==> src/rtl/cam_cfg_pkg.sv <==
// Shared definitions for the camera sensor configuration sequencer:
// FSM encoding, table markers and the default sensor register list.
package cam_cfg_pkg;

    typedef logic [3:0] state_t;

    localparam state_t ST_IDLE      = 4'd0;
    localparam state_t ST_FETCH     = 4'd1;
    localparam state_t ST_DECODE    = 4'd2;
    localparam state_t ST_WRITE     = 4'd3;
    localparam state_t ST_WAIT_DONE = 4'd4;
    localparam state_t ST_DELAY     = 4'd5;
    localparam state_t ST_GAP       = 4'd6;
    localparam state_t ST_DONE      = 4'd7;
    localparam state_t ST_ERROR     = 4'd8;

    localparam logic [15:0] END_MARK  = 16'hFFFF;
    localparam logic [7:0]  DELAY_REG = 8'hF0;

    function automatic int unsigned ms_cycles(input int unsigned clk_hz);
        return clk_hz / 1000;
    endfunction

    // Sensor bring-up list as {reg, val}; unlisted slots read as the end marker.
    function automatic logic [15:0] sensor_word(input logic [31:0] idx);
        case (idx)
            32'd0:   return 16'h1280;
            32'd1:   return 16'hF002;
            32'd2:   return 16'h1101;
            default: return END_MARK;
        endcase
    endfunction

endpackage

==> src/rtl/cam_cfg_sequencer.sv <==
// Walks the {reg, val} table and issues one SCCB write per entry, with delay
// entries, NACK retries and sticky done/error status.
module cam_cfg_sequencer
    import cam_cfg_pkg::*;
#(
    parameter int unsigned CLK_HZ     = 1000000,
    parameter logic [7:0]  DEV_ADDR   = 8'h42,
    parameter int unsigned IDX_W      = 8,
    parameter int unsigned MAX_RETRY  = 3,
    parameter int unsigned GAP_CYCLES = 16,
    parameter logic        AUTO_START = 1'b1
) (
    input  logic             clk,
    input  logic             reset,
    input  logic             start,
    output logic [IDX_W-1:0] rom_index,
    input  logic [15:0]      rom_data,
    output logic             i2c_req,
    output logic [7:0]       i2c_dev,
    output logic [7:0]       i2c_reg,
    output logic [7:0]       i2c_val,
    input  logic             i2c_done,
    input  logic             i2c_nack,
    output logic             busy,
    output logic             cfg_done,
    output logic             cfg_error,
    output logic [IDX_W-1:0] err_index
);

    localparam logic [31:0]      MS_LAST    = 32'(ms_cycles(CLK_HZ) - 1);
    localparam logic [31:0]      GAP_LAST   = 32'(GAP_CYCLES - 1);
    localparam logic [7:0]       RETRY_LAST = 8'(MAX_RETRY - 1);
    localparam logic [IDX_W-1:0] IDX_LAST   = '1;

    state_t           state_d, state_q;
    logic [IDX_W-1:0] index_d, index_q;
    logic [7:0]       retry_d, retry_q;
    logic [31:0]      cnt_d, cnt_q;
    logic [7:0]       ms_d, ms_q;
    logic [7:0]       reg_d, reg_q;
    logic [7:0]       val_d, val_q;
    logic             done_d, done_q;
    logic             error_d, error_q;
    logic [IDX_W-1:0] err_idx_d, err_idx_q;
    logic             auto_d, auto_q;

    logic             restart;
    state_t           adv_state;
    logic [IDX_W-1:0] adv_index;

    // Advancing past the last slot ends the table instead of wrapping.
    always_comb begin
        if (index_q == IDX_LAST) begin
            adv_state = ST_DONE;
            adv_index = index_q;
        end else begin
            adv_state = ST_FETCH;
            adv_index = index_q + IDX_W'(1);
        end
    end

    assign restart = ((state_q == ST_IDLE) && (start || auto_q)) ||
                     (((state_q == ST_DELAY) || (state_q == ST_GAP)) && start);

    always_comb begin
        state_d   = state_q;
        index_d   = index_q;
        retry_d   = retry_q;
        cnt_d     = cnt_q;
        ms_d      = ms_q;
        reg_d     = reg_q;
        val_d     = val_q;
        done_d    = done_q;
        error_d   = error_q;
        err_idx_d = err_idx_q;
        auto_d    = 1'b0;

        case (state_q)
            ST_FETCH: state_d = ST_DECODE;
            ST_DECODE: begin
                if (rom_data == END_MARK) begin
                    state_d = ST_DONE;
                end else if (rom_data[15:8] == DELAY_REG) begin
                    if (rom_data[7:0] == 8'd0) begin
                        state_d = adv_state;
                        index_d = adv_index;
                    end else begin
                        ms_d    = rom_data[7:0];
                        cnt_d   = MS_LAST;
                        state_d = ST_DELAY;
                    end
                end else begin
                    reg_d   = rom_data[15:8];
                    val_d   = rom_data[7:0];
                    state_d = ST_WRITE;
                end
            end
            ST_WRITE: state_d = ST_WAIT_DONE;
            ST_WAIT_DONE: begin
                if (i2c_done) begin
                    if (!i2c_nack) begin
                        retry_d = 8'd0;
                        cnt_d   = GAP_LAST;
                        state_d = ST_GAP;
                    end else if (retry_q < RETRY_LAST) begin
                        retry_d = retry_q + 8'd1;
                        cnt_d   = GAP_LAST;
                        state_d = ST_GAP;
                    end else begin
                        err_idx_d = index_q;
                        state_d   = ST_ERROR;
                    end
                end
            end
            ST_DELAY: begin
                if (cnt_q != 32'd0) begin
                    cnt_d = cnt_q - 32'd1;
                end else if (ms_q != 8'd1) begin
                    ms_d  = ms_q - 8'd1;
                    cnt_d = MS_LAST;
                end else begin
                    state_d = adv_state;
                    index_d = adv_index;
                end
            end
            ST_GAP: begin
                // A nonzero retry count means the same entry is re-issued.
                if (cnt_q != 32'd0) begin
                    cnt_d = cnt_q - 32'd1;
                end else if (retry_q != 8'd0) begin
                    state_d = ST_FETCH;
                end else begin
                    state_d = adv_state;
                    index_d = adv_index;
                end
            end
            ST_DONE: begin
                done_d  = 1'b1;
                state_d = ST_IDLE;
            end
            ST_ERROR: begin
                error_d = 1'b1;
                state_d = ST_IDLE;
            end
            default: state_d = ST_IDLE;
        endcase

        if (restart) begin
            done_d    = 1'b0;
            error_d   = 1'b0;
            err_idx_d = '0;
            index_d   = '0;
            retry_d   = 8'd0;
            state_d   = ST_FETCH;
        end
    end

    always_ff @(posedge clk) begin
        if (reset) begin
            state_q   <= ST_IDLE;
            index_q   <= '0;
            retry_q   <= 8'd0;
            cnt_q     <= 32'd0;
            ms_q      <= 8'd0;
            reg_q     <= 8'd0;
            val_q     <= 8'd0;
            done_q    <= 1'b0;
            error_q   <= 1'b0;
            err_idx_q <= '0;
            auto_q    <= AUTO_START;
        end else begin
            state_q   <= state_d;
            index_q   <= index_d;
            retry_q   <= retry_d;
            cnt_q     <= cnt_d;
            ms_q      <= ms_d;
            reg_q     <= reg_d;
            val_q     <= val_d;
            done_q    <= done_d;
            error_q   <= error_d;
            err_idx_q <= err_idx_d;
            auto_q    <= auto_d;
        end
    end

    assign rom_index = index_q;
    assign i2c_req   = (state_q == ST_WRITE);
    assign i2c_dev   = DEV_ADDR;
    assign i2c_reg   = reg_q;
    assign i2c_val   = val_q;
    assign busy      = !((state_q == ST_IDLE) || (state_q == ST_DONE) || (state_q == ST_ERROR));
    assign cfg_done  = done_q;
    assign cfg_error = error_q;
    assign err_index = err_idx_q;

endmodule
==> config.mk <==
export PLATFORM = sky130hd
export DESIGN_NAME = cam_cfg_sequencer
export DESIGN_NICKNAME = d
export VERILOG_FILES = /design/src/rtl/cam_cfg_pkg.sv /design/src/rtl/cam_cfg_sequencer.sv
export SDC_FILE = /design/constraint.sdc
export NUM_CORES = 1
export LEC_CHECK = 0
export BUFFER_PORTS_ARGS = -buffer_cell sky130_fd_sc_hd__clkbuf_2
export CAP_MARGIN = 20
export CORE_ASPECT_RATIO = 1.75
export CORE_UTILIZATION = 56
export DETAILED_ROUTE_END_ITERATION = 6
export PLACE_DENSITY = 0.78
export SYNTH_ARGS = -nofsm -noshare
export SYNTH_HDL_FRONTEND = slang
export SYNTH_SLANG_ARGS = --single-unit
==> constraint.sdc <==
create_clock -name clk -period 3.3 [get_ports clk]
set_input_delay 0.495 -clock clk [delete_from_list [all_inputs] [get_ports clk]]
set_output_delay 0.495 -clock clk [all_outputs]
set_load 0.005 [all_outputs]
Word level (Yosys, flattened, before mapping)
Cells that the tools add are included.
{ "totals": {"reg_bits": 87, "out_inout_bits": 44, "word_cells": 115} }
{ "classes": {"mux": 41, "n_reduce_logical": 24, "n_addsub": 4, "bitwise_logic": 3, "n_eq_ne": 30, "order_cmp": 1} }
{ "op_table": {"columns": ["operator", "n"], "rows": [
  ["2-to-1 mux 32 bit", 9],
  ["one-hot mux 32 bit (4 select lines)", 1],
  ["2-to-1 mux 8 bit", 15],
  ["2-to-1 mux 4 bit", 10],
  ["nonzero test 32 bit", 1],
  ["subtractor 32 x 1 -> 32 bit, second input constant", 1],
  ["one-hot mux 4 bit (6 select lines)", 1],
  ["one-hot mux 8 bit (3 select lines)", 1],
  ["!= test 2 bit, second input constant", 9],
  ["adder 8 x 1 -> 8 bit, second input constant", 2],
  ["== test 16 bit, second input constant", 1],
  ["== test 4 x 3 -> 1 bit, second input constant", 4],
  ["== test 8 bit, second input constant", 2],
  ["one-hot mux 8 bit (2 select lines)", 1],
  ["AND reduction 8 bit", 2],
  ["!= test 3 bit, second input constant", 5],
  ["AND reduction 4 bit", 3],
  ["== test 4 x 2 -> 1 bit, second input constant", 2],
  ["logical NOT 8 bit", 1],
  ["less-than comparator 8 x 2 -> 1 bit, second input constant", 1],
  ["!= test 8 x 1 -> 1 bit, second input constant", 1],
  ["nonzero test 8 bit", 1],
  ["subtractor 8 x 1 -> 8 bit, second input constant", 1],
  ["!= test 2 x 1 -> 1 bit, second input constant", 3],
  ["other kinds (16)", 25]
]} }

Logic depth before layout (Yosys ltp)
{ "logic_depth": {"depth_word": 7, "ltp_mapped": 10, "mapped_depth_nobuf": 8} }

Worst setup path before layout
OpenSTA, ideal clock, no wires.
{ "synth_path": {"path_type": "register to register", "start": "register cnt_q[0]", "end": "register ms_q[1]", "t_arrival_ns": 2.159, "path_buffers": 2, "stages_incl_launch_ff": 11, "path_slack_ns": 1.014, "t_required_ns": 3.172, "path_cell_list": "dfxtp_1 inv_1 ha_1 or3b_2 clkbuf_1 nor3_4 nand4_1 o22ai_2 buf_4 mux2i_1 nor2_1"} }
{ "synth_via": {"elab_chain_len": 3} }
{ "synth_rtl": {"columns": ["item", "line", "text"], "rows": [
  ["from (decl)", "cam_cfg_sequencer.sv:38", "logic [31:0] cnt_d, cnt_q;"],
  ["from (signal assigned)", "cam_cfg_sequencer.sv:175", "cnt_q <= cnt_d;"],
  ["nonzero test 32 bit", "cam_cfg_sequencer.sv:116", "if (cnt_q != 32'd0) begin"],
  ["!= test 2 bit (no line)", null, null],
  ["AND reduction 6 bit (no line)", null, null],
  ["to (signal assigned)", "cam_cfg_sequencer.sv:176", "ms_q <= ms_d;"],
  ["to (decl)", "cam_cfg_sequencer.sv:39", "logic [7:0] ms_d, ms_q;"]
]} }
Every way passes these cells.
A chain may end at the register's enable or synchronous reset.

Worst setup path after layout
{ "layout_path": {"start": "register cnt_q[0]", "end": "register ms_q[0]"} }
Same word-level chain as after synthesis.

==> results.json <==
{
  "status": "finished with violations",
  "violations": "design-rule violations",
  "synth_area_per_cell_um2": 8.18,
  "slew_violations": 0,
  "start_util_pct": 58.5,
  "postRouteAntennaNets": 0,
  "nets": 637,
  "largest_register_ffs": 32,
  "postCtsHoldBufs": 0,
  "drive_above_1_share_pct": 17.2,
  "vias": 4462,
  "ys_types": 72,
  "slew_headroom_pct": 29.6,
  "die_area_mm2": 0.00869,
  "async_flop_share_pct": 0,
  "cts_sinks": 87,
  "crit_path_start": "cnt_q[0]",
  "start_kind": "flop",
  "fin_tns_setup_ps": 0,
  "top_usage_layer": "met2",
  "via_per_inst": 6.33,
  "synth_edf_count": 0,
  "power_leakage_nw": 1.96,
  "pre_cts_slack_ps": 469,
  "power.density_mw_per_mm2": 477,
  "cts_setup_buffers": 0,
  "io_buffers": 56,
  "core_area_mm2": 0.00796,
  "finalSetupViolCount": 0,
  "cp_max_fo": 14,
  "rows": 43,
  "diodes": 0,
  "finish.utilization_pct": 65.2,
  "worst-r2r-cell-count": 8,
  "grt_pass1_vias": 4140,
  "path_class": "reg -> reg",
  "cts_tree": "done",
  "ys.flop_type": "dfxtp_1",
  "die_y_um": 123,
  "clk_pin_slew_ps": 70,
  "gp_congestion": 0.857,
  "cts.repair.resized": 0,
  "first_pass_iters": 7,
  "grt_pass1_wl_um": 18800,
  "wl_per_cell_um": 16.1,
  "timing.rr.end": "ms_q[0]",
  "ff_latch_area_mm2": 0.00174,
  "use_met2_pct": 50.4,
  "cp_data_required_time_ps": 3550,
  "arrival_ps": 3080,
  "drc": 17,
  "cts_root_buf": "clkbuf_16",
  "fill_cells": 717,
  "finalCritPeriodShare_pct": 85.7,
  "synth_warnings": 0,
  "peakVddDrop_mv": 0.303,
  "multi_input_area_mm2": 0.00265,
  "wl_um": 11300,
  "rsz0062_at_grt": "no",
  "grt_usage_pct": 26.9,
  "ios": 65,
  "clock_skew_ps": 10.7,
  "max_freq_ghz": 0.354,
  "worstMarginPinSlew_ps": 1050,
  "yosysTopAreaCell": "dfxtp_1",
  "ctsLongestPathBuffers": 2,
  "grt-ovfl-total": 0,
  "r2r-start": "cnt_q[0]",
  "synthTopCellsByArea": "dfxtp_1 (37%), o21ai_0 (5.5%), a21oi_1 (5.1%)",
  "cp-endpoint": "ms_q[0]",
  "clock_latency_ps": 340,
  "dp_hpwl_um": 8000,
  "worst_slack_ps": 473,
  "seq_area_frac_synth_pct": 37.4,
  "synth_top_cell_area_share_pct": 37.4,
  "hp-class": "in -> reg",
  "period_needed_ps": 2830,
  "grtUsageMet3_pct": 4.02,
  "cts_made_buffers": 9,
  "netlist_instances": 569,
  "synthesis.area_mm2": 0.00465,
  "die_x_um": 70.9,
  "synth-seq-cells": 87,
  "grt_max_degree": 32,
  "area_delta_synth_final_pct": 11.6,
  "maxCapViolations": 0,
  "hold_violations": 0,
  "cts_htree_levels": 3,
  "drt_iter0_markers": 287,
  "top_register": "cnt_q",
  "timing.reg2reg.setup_slack_ps": 470,
  "use_met1_pct": 29.2,
  "crit_path_end_kind": "flop",
  "antenna_found_initial": 0
}
-- cell families after synthesis --
logic type	count (synthesis)	synth area share (%)
fa+ha+maj	6	1.61
mux	18	3.87
buf+inv	58	6.34
compound gates	172	23.9
simple gates	222	25.9
xor+xnor	4	0.753
flops	87	37.4
other cells	2	0.161
-- per-stage QoR --
step | hold WS [ps] | area [um^2] | power (mW) | cells
3_3_place_gp | 445 | 4920 | 1.54 | 689
2_1_floorplan | 429 | 4680 | 1.46 | 575
5_1_grt | 429 | 5190 | 2.59 | 705
6_report | 415 | 5190 | 2.48 | 705
4_1_cts | 411 | 5190 | 2.49 | 705
3_5_place_dp | 459 | 4920 | 1.55 | 689
-- layout by cell type (no fill, tap or decap), types with 7 or more instances in the layout --
cell       Yosys  layout
buf_4         11      11
nand2_1       56      56
nand4_1        8       8
or3_1          7       7
nand3_1       14      14
mux2i_1       18      18
a21oi_1       47      47
dfxtp_1       87      87
or4_1         19      19
nor3_1        15      15
nor4_1        12      12
clkbuf_16      0       9
conb_1         2       8
a31oi_1        8       8
nor2_1        54      54
clkbuf_2       0      56
o21ai_0       51      51
inv_1         15      15
-- how the worst min path moves through the flow --
stage / start / end / slack [ps] / cells past startpoint
3_3_place_gp: cnt_q[25] / cnt_q[25] / 440 / 2
6_report: rom_data[12] / i2c_reg[4] / 410 / 3
3_5_place_dp: cfg_error / cfg_error / 460 / 2
5_1_grt: rom_data[14] / i2c_reg[6] / 430 / 3
2_1_floorplan: retry_q[7] / retry_q[7] / 430 / 2
4_1_cts: rom_data[12] / i2c_reg[4] / 410 / 3
-- synthesized netlist by cell type (4+ instances only) --
| cell type | n |
|---|---|
| or4_1 | 19 |
| nand4_1 | 8 |
| inv_1 | 15 |
| buf_6 | 4 |
| mux2i_1 | 18 |
| a221oi_1 | 4 |
| nor4_1 | 12 |
| nor2_1 | 54 |
| dfxtp_1 | 87 |
| or3_1 | 7 |
| clkbuf_1 | 23 |
| nor3_1 | 15 |
| o21ai_1 | 6 |
| ha_1 | 6 |
| o31ai_1 | 6 |
| o21ai_0 | 51 |
| a31oi_1 | 8 |
| a32o_1 | 6 |
| nand3_1 | 14 |
| buf_2 | 5 |
| nand2_1 | 56 |
| and3_1 | 4 |
| buf_4 | 11 |
| a21o_1 | 4 |
| a21oi_1 | 47 |
-- power by group --
part           total [mW]  internal [mW]  switching (mW)  leakage [nW]
Combinational       0.438          0.160           0.278          1.14
Sequential           1.10           1.07          0.0275         0.702
Clock               0.944          0.513           0.431         0.125
-- cell type report --
type | count | area share, %
sequential | 87 | 33.5
multi-input combinational | 430 | 51.0
clock inverter | 6 | 0.867
clock buffer | 10 | 4.41
timing repair buffer | 67 | 6.99
tap | 90 | 2.17
inverter | 15 | 1.08
-- metal layers --
metal  up-vias  routed length (um)
li1       2177                   -
met1      2106                4520
met2       156                6030
met3        23                 558
met4         0                 223
met5         -                   0
-- critical path, cell delays in order, from the launching register on --
cell	delay [ps]
dfxtp_1	340
inv_1	70
ha_1	180
or3b_2	560
nor3_4	250
nand4_1	260
o22ai_2	600
o21ai_1	150
a221oi_1	320
Power figures use the tool's default switching activity.
